### src/rtl/beam_pkg.sv
// Shared types and default timing for the beam slot scheduler.
package beam_pkg;

    // Scheduler FSM states.
    typedef enum logic [1:0] {
        ST_IDLE   = 2'd0,
        ST_ACTIVE = 2'd1,
        ST_GAP    = 2'd2
    } state_t;

    // Default window and guard-gap lengths in clk cycles.
    localparam int WIN_LEN_DEF = 64;
    localparam int GAP_LEN_DEF = 4;

    // One counter width serves both the window and the gap count.
    localparam int CNT_W = 9;

endpackage

### src/rtl/rr_arbiter.sv
// Round-robin pick of one pending channel, starting just after the last grant.
module rr_arbiter #(
    parameter int NUM_CH = 4,
    parameter int LG_W   = 2
) (
    input  logic [NUM_CH-1:0] pending,
    input  logic [LG_W-1:0]   last_grant,
    output logic [NUM_CH-1:0] winner
);

    // Scan (last_grant+1) upward with wrap; the first pending channel wins.
    always_comb begin
        int         idx;
        logic       found;
        logic [LG_W-1:0] sel;
        winner = '0;
        found  = 1'b0;
        idx    = 0;
        sel    = '0;
        for (int i = 1; i <= NUM_CH; i++) begin
            idx = int'(last_grant) + i;
            if (idx >= NUM_CH) begin
                idx = idx - NUM_CH;
            end
            sel = LG_W'(idx);
            if (!found && pending[sel]) begin
                winner[sel] = 1'b1;
                found       = 1'b1;
            end
        end
    end

endmodule

### src/rtl/beam_slot_sched.sv
// Time-slot scheduler: shares one transmit window among NUM_CH beam channels.
//
// state     | meaning
// ----------+------------------------------------------------------------
// ST_IDLE   | no window open; start one when enabled and a request is pending
// ST_ACTIVE | window open for the granted channel, cnt = cycle index
// ST_GAP    | guard gap after a window, cnt = gap cycle index, done on cycle 0
module beam_slot_sched
    import beam_pkg::*;
#(
    parameter int NUM_CH  = 4,
    parameter int WIN_LEN = WIN_LEN_DEF,
    parameter int GAP_LEN = GAP_LEN_DEF
) (
    input  logic              clk,
    input  logic              reset,
    input  logic [NUM_CH-1:0] req,
    input  logic              enable,
    input  logic              abort,
    output logic [NUM_CH-1:0] grant,
    output logic              active,
    output logic [CNT_W-1:0]  win_cnt,
    output logic [NUM_CH-1:0] pending,
    output logic              done
);

    localparam int LG_W = (NUM_CH > 1) ? $clog2(NUM_CH) : 1;

    state_t            state, state_nxt;
    logic [CNT_W-1:0]  cnt, cnt_nxt;
    logic [NUM_CH-1:0] grant_q, grant_nxt;
    logic [NUM_CH-1:0] pend_q, clr_mask, winner;
    logic [LG_W-1:0]   last_grant, lg_nxt, win_idx;
    logic              start_ok;

    rr_arbiter #(
        .NUM_CH (NUM_CH),
        .LG_W   (LG_W)
    ) u_rr_arbiter (
        .pending    (pend_q),
        .last_grant (last_grant),
        .winner     (winner)
    );

    // Uses the registered pending set, so a req in the same cycle cannot start a window.
    assign start_ok = enable && (pend_q != '0);

    // Convert the one-hot winner into an index for the round-robin pointer.
    always_comb begin
        win_idx = '0;
        for (int i = 0; i < NUM_CH; i++) begin
            if (winner[i]) begin
                win_idx = LG_W'(i);
            end
        end
    end

    // Next-state logic: window start, window end (timeout or abort), gap end.
    always_comb begin
        state_nxt = state;
        cnt_nxt   = cnt;
        grant_nxt = grant_q;
        lg_nxt    = last_grant;
        clr_mask  = '0;
        case (state)
            ST_IDLE: begin
                if (start_ok) begin
                    state_nxt = ST_ACTIVE;
                    cnt_nxt   = '0;
                    grant_nxt = winner;
                    lg_nxt    = win_idx;
                    clr_mask  = winner;
                end
            end
            ST_ACTIVE: begin
                if (abort || (cnt == CNT_W'(WIN_LEN - 1))) begin
                    state_nxt = ST_GAP;
                    cnt_nxt   = '0;
                    grant_nxt = '0;
                end else begin
                    cnt_nxt = cnt + CNT_W'(1);
                end
            end
            ST_GAP: begin
                if (cnt == CNT_W'(GAP_LEN - 1)) begin
                    cnt_nxt = '0;
                    if (start_ok) begin
                        state_nxt = ST_ACTIVE;
                        grant_nxt = winner;
                        lg_nxt    = win_idx;
                        clr_mask  = winner;
                    end else begin
                        state_nxt = ST_IDLE;
                    end
                end else begin
                    cnt_nxt = cnt + CNT_W'(1);
                end
            end
            default: begin
                state_nxt = ST_IDLE;
                cnt_nxt   = '0;
                grant_nxt = '0;
            end
        endcase
    end

    // FSM state, shared counter, granted channel and round-robin pointer.
    always_ff @(posedge clk or negedge reset) begin
        if (!reset) begin
            state      <= ST_IDLE;
            cnt        <= '0;
            grant_q    <= '0;
            last_grant <= LG_W'(NUM_CH - 1);
        end else begin
            state      <= state_nxt;
            cnt        <= cnt_nxt;
            grant_q    <= grant_nxt;
            last_grant <= lg_nxt;
        end
    end

    // Sticky request latch; a new req beats the clear of the channel being granted.
    always_ff @(posedge clk or negedge reset) begin
        if (!reset) begin
            pend_q <= '0;
        end else begin
            pend_q <= (pend_q & ~clr_mask) | req;
        end
    end

    assign active  = (state == ST_ACTIVE);
    assign grant   = active ? grant_q : '0;
    assign win_cnt = active ? cnt : '0;
    assign done    = (state == ST_GAP) && (cnt == '0);
    assign pending = pend_q;

endmodule

### config.mk
export PLATFORM = sky130hd
export DESIGN_NAME = beam_slot_sched
export DESIGN_NICKNAME = d
export VERILOG_FILES = /design/src/rtl/beam_pkg.sv /design/src/rtl/rr_arbiter.sv /design/src/rtl/beam_slot_sched.sv
export SDC_FILE = /design/constraint.sdc
export NUM_CORES = 1
export LEC_CHECK = 0
export ABC_AREA = 1
export CAP_MARGIN = 20
export CORE_ASPECT_RATIO = 0.5
export CORE_UTILIZATION = 50
export DETAILED_ROUTE_END_ITERATION = 6
export GPL_TIMING_DRIVEN = 1
export PLACE_DENSITY = 0.75
export SETUP_SLACK_MARGIN = 0.3
export SYNTH_ARGS = -nofsm -noshare
export SYNTH_HDL_FRONTEND = slang
export SYNTH_SLANG_ARGS = --single-unit
export TNS_END_PERCENT = 30
### constraint.sdc
create_clock -name clk -period 3.4 [get_ports clk]
set_input_delay 0.85 -clock clk [delete_from_list [all_inputs] [get_ports clk]]
set_output_delay 0.85 -clock clk [all_outputs]
set_load 0.005 [all_outputs]
# After elaboration in Yosys (flattened, before gate mapping)
# Index checks and enable logic that the tools add are counted.
dict set report totals {
  register_bits 21
  input_bits 8
  out_inout_bits 19
  wordCells 110
}
dict set report op_classes {
  addsub 9
  order_cmp 12
  eq_ne 7
  n_mux 51
  n_bitwise 6
  n_reduce_logical 20
}
# cell count
set op_table {}
lappend op_table {{two-way mux 4 bit} 10}
lappend op_table {{two-way mux 9 bit} 4}
lappend op_table {{one-hot mux 9 bit (3 select lines)} 1}
lappend op_table {{two-way mux 2 bit} 11}
lappend op_table {{bitwise OR 4 bit} 4}
lappend op_table {{two-way mux 1 bit} 13}
lappend op_table {{< comparator 2 x 3 -> 1 bit, second input constant} 4}
lappend op_table {{one-hot mux 4 bit (3 select lines)} 1}
lappend op_table {{adder 9 x 1 -> 9 bit, second input constant} 1}
lappend op_table {{equality test 9 x 2 -> 1 bit, second input constant} 1}
lappend op_table {{equality test 9 x 6 -> 1 bit, second input constant} 1}
lappend op_table {{greater-or-equal comparator 3 bit, second input constant} 3}
lappend op_table {{logical AND 1 bit} 9}
lappend op_table {{zero test 9 bit} 1}
lappend op_table {{binary-select mux 1 bit (select 2 bit)} 4}
lappend op_table {{demux 1 bit (select 2 bit)} 4}
lappend op_table {{greater-or-equal comparator 2 x 1 -> 1 bit, second input constant} 4}
lappend op_table {{one-hot mux 4 bit (2 select lines)} 1}
lappend op_table {{subtractor 2 x 1 -> 2 bit, second input constant} 4}
lappend op_table {{adder 2 x 2 -> 3 bit, second input constant} 2}
lappend op_table {{one-hot mux 2 bit (3 select lines)} 1}
lappend op_table {{adder 2 x 3 -> 4 bit, second input constant} 1}
lappend op_table {{AND 4 bit} 1}
lappend op_table {{greater-or-equal comparator 4 x 3 -> 1 bit, second input constant} 1}
lappend op_table {{other kinds (14)} 18}

# Depth between registers and ports, before layout
dict set report logic_depth {
  depth_word 21
  ltp_mapped 13
  ltp_nobuf 12
}

# Modules after synthesis
# Synthesis repeated with hierarchy kept, for this count alone.
dict set report unflattened {
  hier_cells 258
  hier_area_um2 1740.4
}
# mod instances cells_each area_each_um2
set by_module_without_submodules {}
lappend by_module_without_submodules {beam_slot_sched 1 183 1318.8}
lappend by_module_without_submodules {rr_arbiter 1 75 421.7}

# Worst setup path after synthesis
# OpenSTA, ideal clock, no wires.
dict set report synth_timing {
  path_kind {reg2reg}
  startpoint {register last_grant[0]}
  endpoint {register pend_q[3] (netlist: pending[3])}
  setup_time_ns 0.118
  arrival_ns 1.895
  required_time_ns 3.282
  path_slack_ns 1.387
  stages_incl_launch_ff 13
  n_path_buf 1
  period_less_slack_ns 2.013
  cell_sequence {dfstp_2 > buf_6 > inv_6 > ha_1 > inv_1 > nand3_4 > nand2_4 > nand2_4 > nor2_4 > nand2_1 > nand3_2 > nand2_1 > a21o_1}
}
dict set report synth_between {
  elab_chain_cells 21
}
# item line
set synth_lines {}
lappend synth_lines {{from (decl)} beam_slot_sched.sv:33} ;# logic [LG_W-1:0] last_grant, lg_nxt, win_idx;
lappend synth_lines {{from (signal assigned)} beam_slot_sched.sv:113} ;# last_grant <= LG_W'(NUM_CH - 1);
lappend synth_lines {{from (signal assigned)} beam_slot_sched.sv:118} ;# last_grant <= lg_nxt;
lappend synth_lines {{branches (longest 14 deep; another with adder 2 x 1 -> 3 bit)} -}
lappend synth_lines {{two-way mux 4 bit (*)} rr_arbiter.sv:26} ;# if (!found && pending[sel]) begin
lappend synth_lines {{two-way mux 4 bit (*)} {beam_slot_sched.sv:67, beam_slot_sched.sv:87}}
lappend synth_lines {{two-way mux 4 bit} beam_slot_sched.sv:85} ;# if (cnt == CNT_W'(GAP_LEN - 1)) begin
lappend synth_lines {{one-hot mux 4 bit (2 select lines) (*)} beam_slot_sched.sv:65} ;# case (state)
lappend synth_lines {{inverter 4 bit (*)} beam_slot_sched.sv:127} ;# pend_q <= (pend_q & ~clr_mask) | req;
lappend synth_lines {{AND 4 bit (*)} beam_slot_sched.sv:127}
lappend synth_lines {{bitwise OR 4 bit (*)} beam_slot_sched.sv:127}
lappend synth_lines {{to (signal assigned)} beam_slot_sched.sv:127}
lappend synth_lines {{to (decl)} beam_slot_sched.sv:32} ;# logic [NUM_CH-1:0] pend_q, clr_mask, winner;
# Mark *: on every way between the ends. The select of a mux whose other input is x is not followed.
# A chain may end at the register's enable or synchronous reset.

# Worst setup path after layout
dict set report layout_timing {
  startpoint {register state[1]}
  endpoint {output port win_cnt[2]}
}
dict set report layout_between {
  elab_chain_cells 2
}
# item line
set layout_lines {}
lappend layout_lines {{from (decl)} beam_slot_sched.sv:29} ;# state_t state, state_nxt;
lappend layout_lines {{from (signal assigned)} beam_slot_sched.sv:115} ;# state <= state_nxt;
lappend layout_lines {{equality test 2 x 1 -> 1 bit} beam_slot_sched.sv:131} ;# assign active = (state == ST_ACTIVE);
lappend layout_lines {{two-way mux 9 bit} beam_slot_sched.sv:133} ;# assign win_cnt = active ? cnt : '0;
lappend layout_lines {{to (decl)} beam_slot_sched.sv:22} ;# output logic [CNT_W-1:0] win_cnt,
# No other way between the ends.

==> impl_results.md <==
- Reg power frac: 0.280
- Clock slew at reported path FFs: roughly 0.080 ns
- Residual DRC count: 0
- Cts bufs inserted: 3
- Warnings from Yosys: 0
- Maximum clock rate: between 300 and 400 MHz
- Final slew viol count: 0
- Cts repair resizes: 0
- Via count: 1537
- Antenna violations before repair: 0
- Final HPWL DP: 2810 um
- Mux cell area share after synthesis: 0
- Tot GR Track Use: 0.208
- Cell variety after synth: 34
- Max FO, Critical Path: 15
- Run status: finished clean
- Yosys reg bits: 21
- VDD IR max: 0.000271 V
- Clock insertion delay at the later pin of the skew report: 0.26 ns
- Htree depth: 1
- HP Class: reg -> reg
- Die Height: around 44 um
- Sw Pwr: 0.000755 W
- Initial Utilization: 0.550
- Area grow syn2layout: 19.4%
- Leakage: 1.08 nW
- Crit-path cells: inv_1 -> ha_1 -> nand2_1 -> inv_1 -> clkdlybuf4s50_1
- Max stage delay on crit path: 0.50 ns
- Largest delay contributor family on the critical path: buffers and inverters
- Cell Area, Synth: 1720 sq um
- Slowest cell on the critical path: ha_1
- Sequential area share after synthesis: 0.306
- RSZ-0062 raised after global routing: false
- Cells on worst reg2reg path: 11
- Hold_buf cts: 0
- FILL cells: 276
- Post-CTS setup buffer count: 0
- P_int: roughly 0.00074 W
- Layout cells sized above 1: 0.133
- Register area: 528 sq um
- # IOs: 27
- Die area: 3700 sq um
- Skew final: 0.00266 ns
- CP Depth: 5
- Combinational share of power: 0.608
- Max-cap viol count: 0
- Synthesized net count: roughly 260
- Routed Antenna Nets: 0
- CTS tree: yes
- Combinational family with the most area after synthesis: simple AND/OR/NAND/NOR gates
- Final Routed Wirelength: around 3500 um
- Starting DRC count in detailed routing: 64
- GPL Wtd Cong: approximately 0.88
- Worst slew pin tran: 0.933 ns
- Hold slack: 0.545 ns
- Adder-Cell Fraction of Synth Area: 0.102
- Final setup TNS: 0 ns
- Setup crit end kind: output pin
- Fin crit share: 0.832
- TritonRoute pass-1 iters: 4
- Diode count: 0
- Global route total overflow: 0
- Row count: 14
- Core Region: 3140 sq um
- Post-synthesis xor/xnor area fraction: 0.0203
- Via-to-Cell Ratio: roughly 5.1
- Final Non-Filler Cells: 303
- Worst Hold Depth: 2
- CP required: around 2.6 ns
- Crit path launch type: flop
- WS Path Type: reg -> out
- Clock share of power: 0.112
- Endpoints failing setup: 0
- Global-route wire length before repair: 6070 um
- Final Hold Fails: 0
- Min Clock Period, post-route: 2.83 ns
- Sw Ratio: 0.505
- Mean Syn Cell Area: ~7.3 sq um
- R2R Setup Slk: ~1.2 ns
- Die X-Extent: 85.0 um
- Fin nets: 286
- Relative slew slack: 0.376
- Area of the multi-input gates: around 1000 sq um
- Largest net degree at the start of global routing: 22
- Root buf cell: clkbuf_8
- Synth Area in Compound Gates: 0.0740
- Cell count after synthesis: around 240
- Number of global-route vias before repair: between 1000 and 1500
- Worst Path Buf+Inv: 3
- I/O Buffers: 26
- WL per Instance: 11.7 um
- Critical Path AT: 1.98 ns
- Clock sinks: 21
- Max Root-Sink Buffers: 2
- Cell Pwr Density: 726 nW/um^2
- Inst Count DP: 299
- Top cell by count, worst path: inv_1
- Synth Area in Simple Gates: 0.383
==> cells in the mapped netlist (all sizes together) <==
master	number	area [sq um]
nand2	68	295
inv	46	178
nand3	32	205
dfrtp	19	475
nor2	17	81.3
ha	14	175
o21ai	11	62.6
a21oi	5	32.5
nor3	5	35.0
xor2	4	35.0
o22ai	3	18.8
buf	2	16.3
dfstp	2	52.6
nor3b	2	20.0
a21o	1	7.51
a31oi	1	6.26
and3	1	6.26
clkbuf	1	3.75
nand3b	1	11.3
nand4	1	6.26
==> cell families (layout without fill, tap and decap cells) <==
kind of cell	Yosys count	count (layout)
XOR/XNOR	4	4
AND/OR/NAND/NOR	127	127
buffers and inverters	49	76
adder cells (fa/ha/maj)	14	14
AO/OA/AOI/OAI	21	21
flip-flops	21	21
==> worst paths after layout <==
path | startpoint | to
min reg2reg | grant_q[2] | grant_q[2]
min | grant_q[2] | grant_q[2]
min in group asynchronous | reset | cnt[1]
max reg2reg | last_grant[0] | pending[3]
max | state[1] | win_cnt[2]
max in group asynchronous | reset | grant_q[0]
==> layout by cell type (no fill, tap or decap), types with 3 or more instances in the layout <==
cell,instances
nand2_2,4
dfrtp_1,19
xor2_1,4
a21oi_1,3
inv_2,4
nand2_4,4
nor3_1,3
nand2_1,60
o21ai_0,7
nand3_1,26
nor2_1,14
o22ai_1,3
nand3_2,4
clkdlybuf4s50_1,26
ha_1,14
clkbuf_8,3
inv_1,41
==> metal layers <==
metal  GRT usage  routed length (um)  vias up  share of wire
met5           0                   0        -              0
met3      0.0400                  63        0          0.018
met4      0.0305                   0        0              0
li1            -                   -      789              -
met1       0.267                1750      732           0.49
met2       0.382                1730       16           0.49
==> metrics by stage <==
step / setup WS (ns) / utilization / total power, W / area [sq um]
floorplan: 1.39 / - / 0.00111 / 1720
global placement: 0.937 / 0.642 / 0.00130 / 2010
detailed placement: 0.849 / 0.642 / 0.00134 / 2010
CTS: 0.544 / 0.657 / 0.00151 / 2060
global route: 0.471 / 0.657 / 0.00165 / 2060
finish: 0.571 / 0.657 / 0.00150 / 2060
==> cell type report <==
class	count	area share
sequential	21	0.256
inverter	46	0.0863
multi-input combinational	166	0.485
timing repair buffer	26	0.126
tap	40	0.0243
clock buffer	4	0.0219
==> sequential cells by signal (all words and copies together) (netlist names) <==
register and flops:
grant_q 4, cnt 9, last_grant 2, pending 4, state 2
==> worst reg2reg max path, cell delays in order (launching register included) <==
cell and delay, ns:
dfstp_2 0.71, inv_6 0.10, ha_1 0.37, inv_1 0.13
nand3_1 0.08, nand2_1 0.09, nand2_1 0.12, nor2_4 0.12
nand2_1 0.07, nand3_2 0.09, nand2_1 0.06, a21o_1 0.15
==> power groups by stage <==
stage | registers, W | clock network, W | logic [W]
2_1_floorplan | 0.000386 | 0 | 0.000723
3_3_place_gp | 0.000420 | 0 | 0.000884
3_5_place_dp | 0.000424 | 0 | 0.000912
4_1_cts | 0.000419 | 0.000171 | 0.000916
5_1_grt | 0.000432 | 0.000183 | 0.00103
6_report | 0.000418 | 0.000168 | 0.000909
Note: power is estimated with default switching activity, not from simulation.
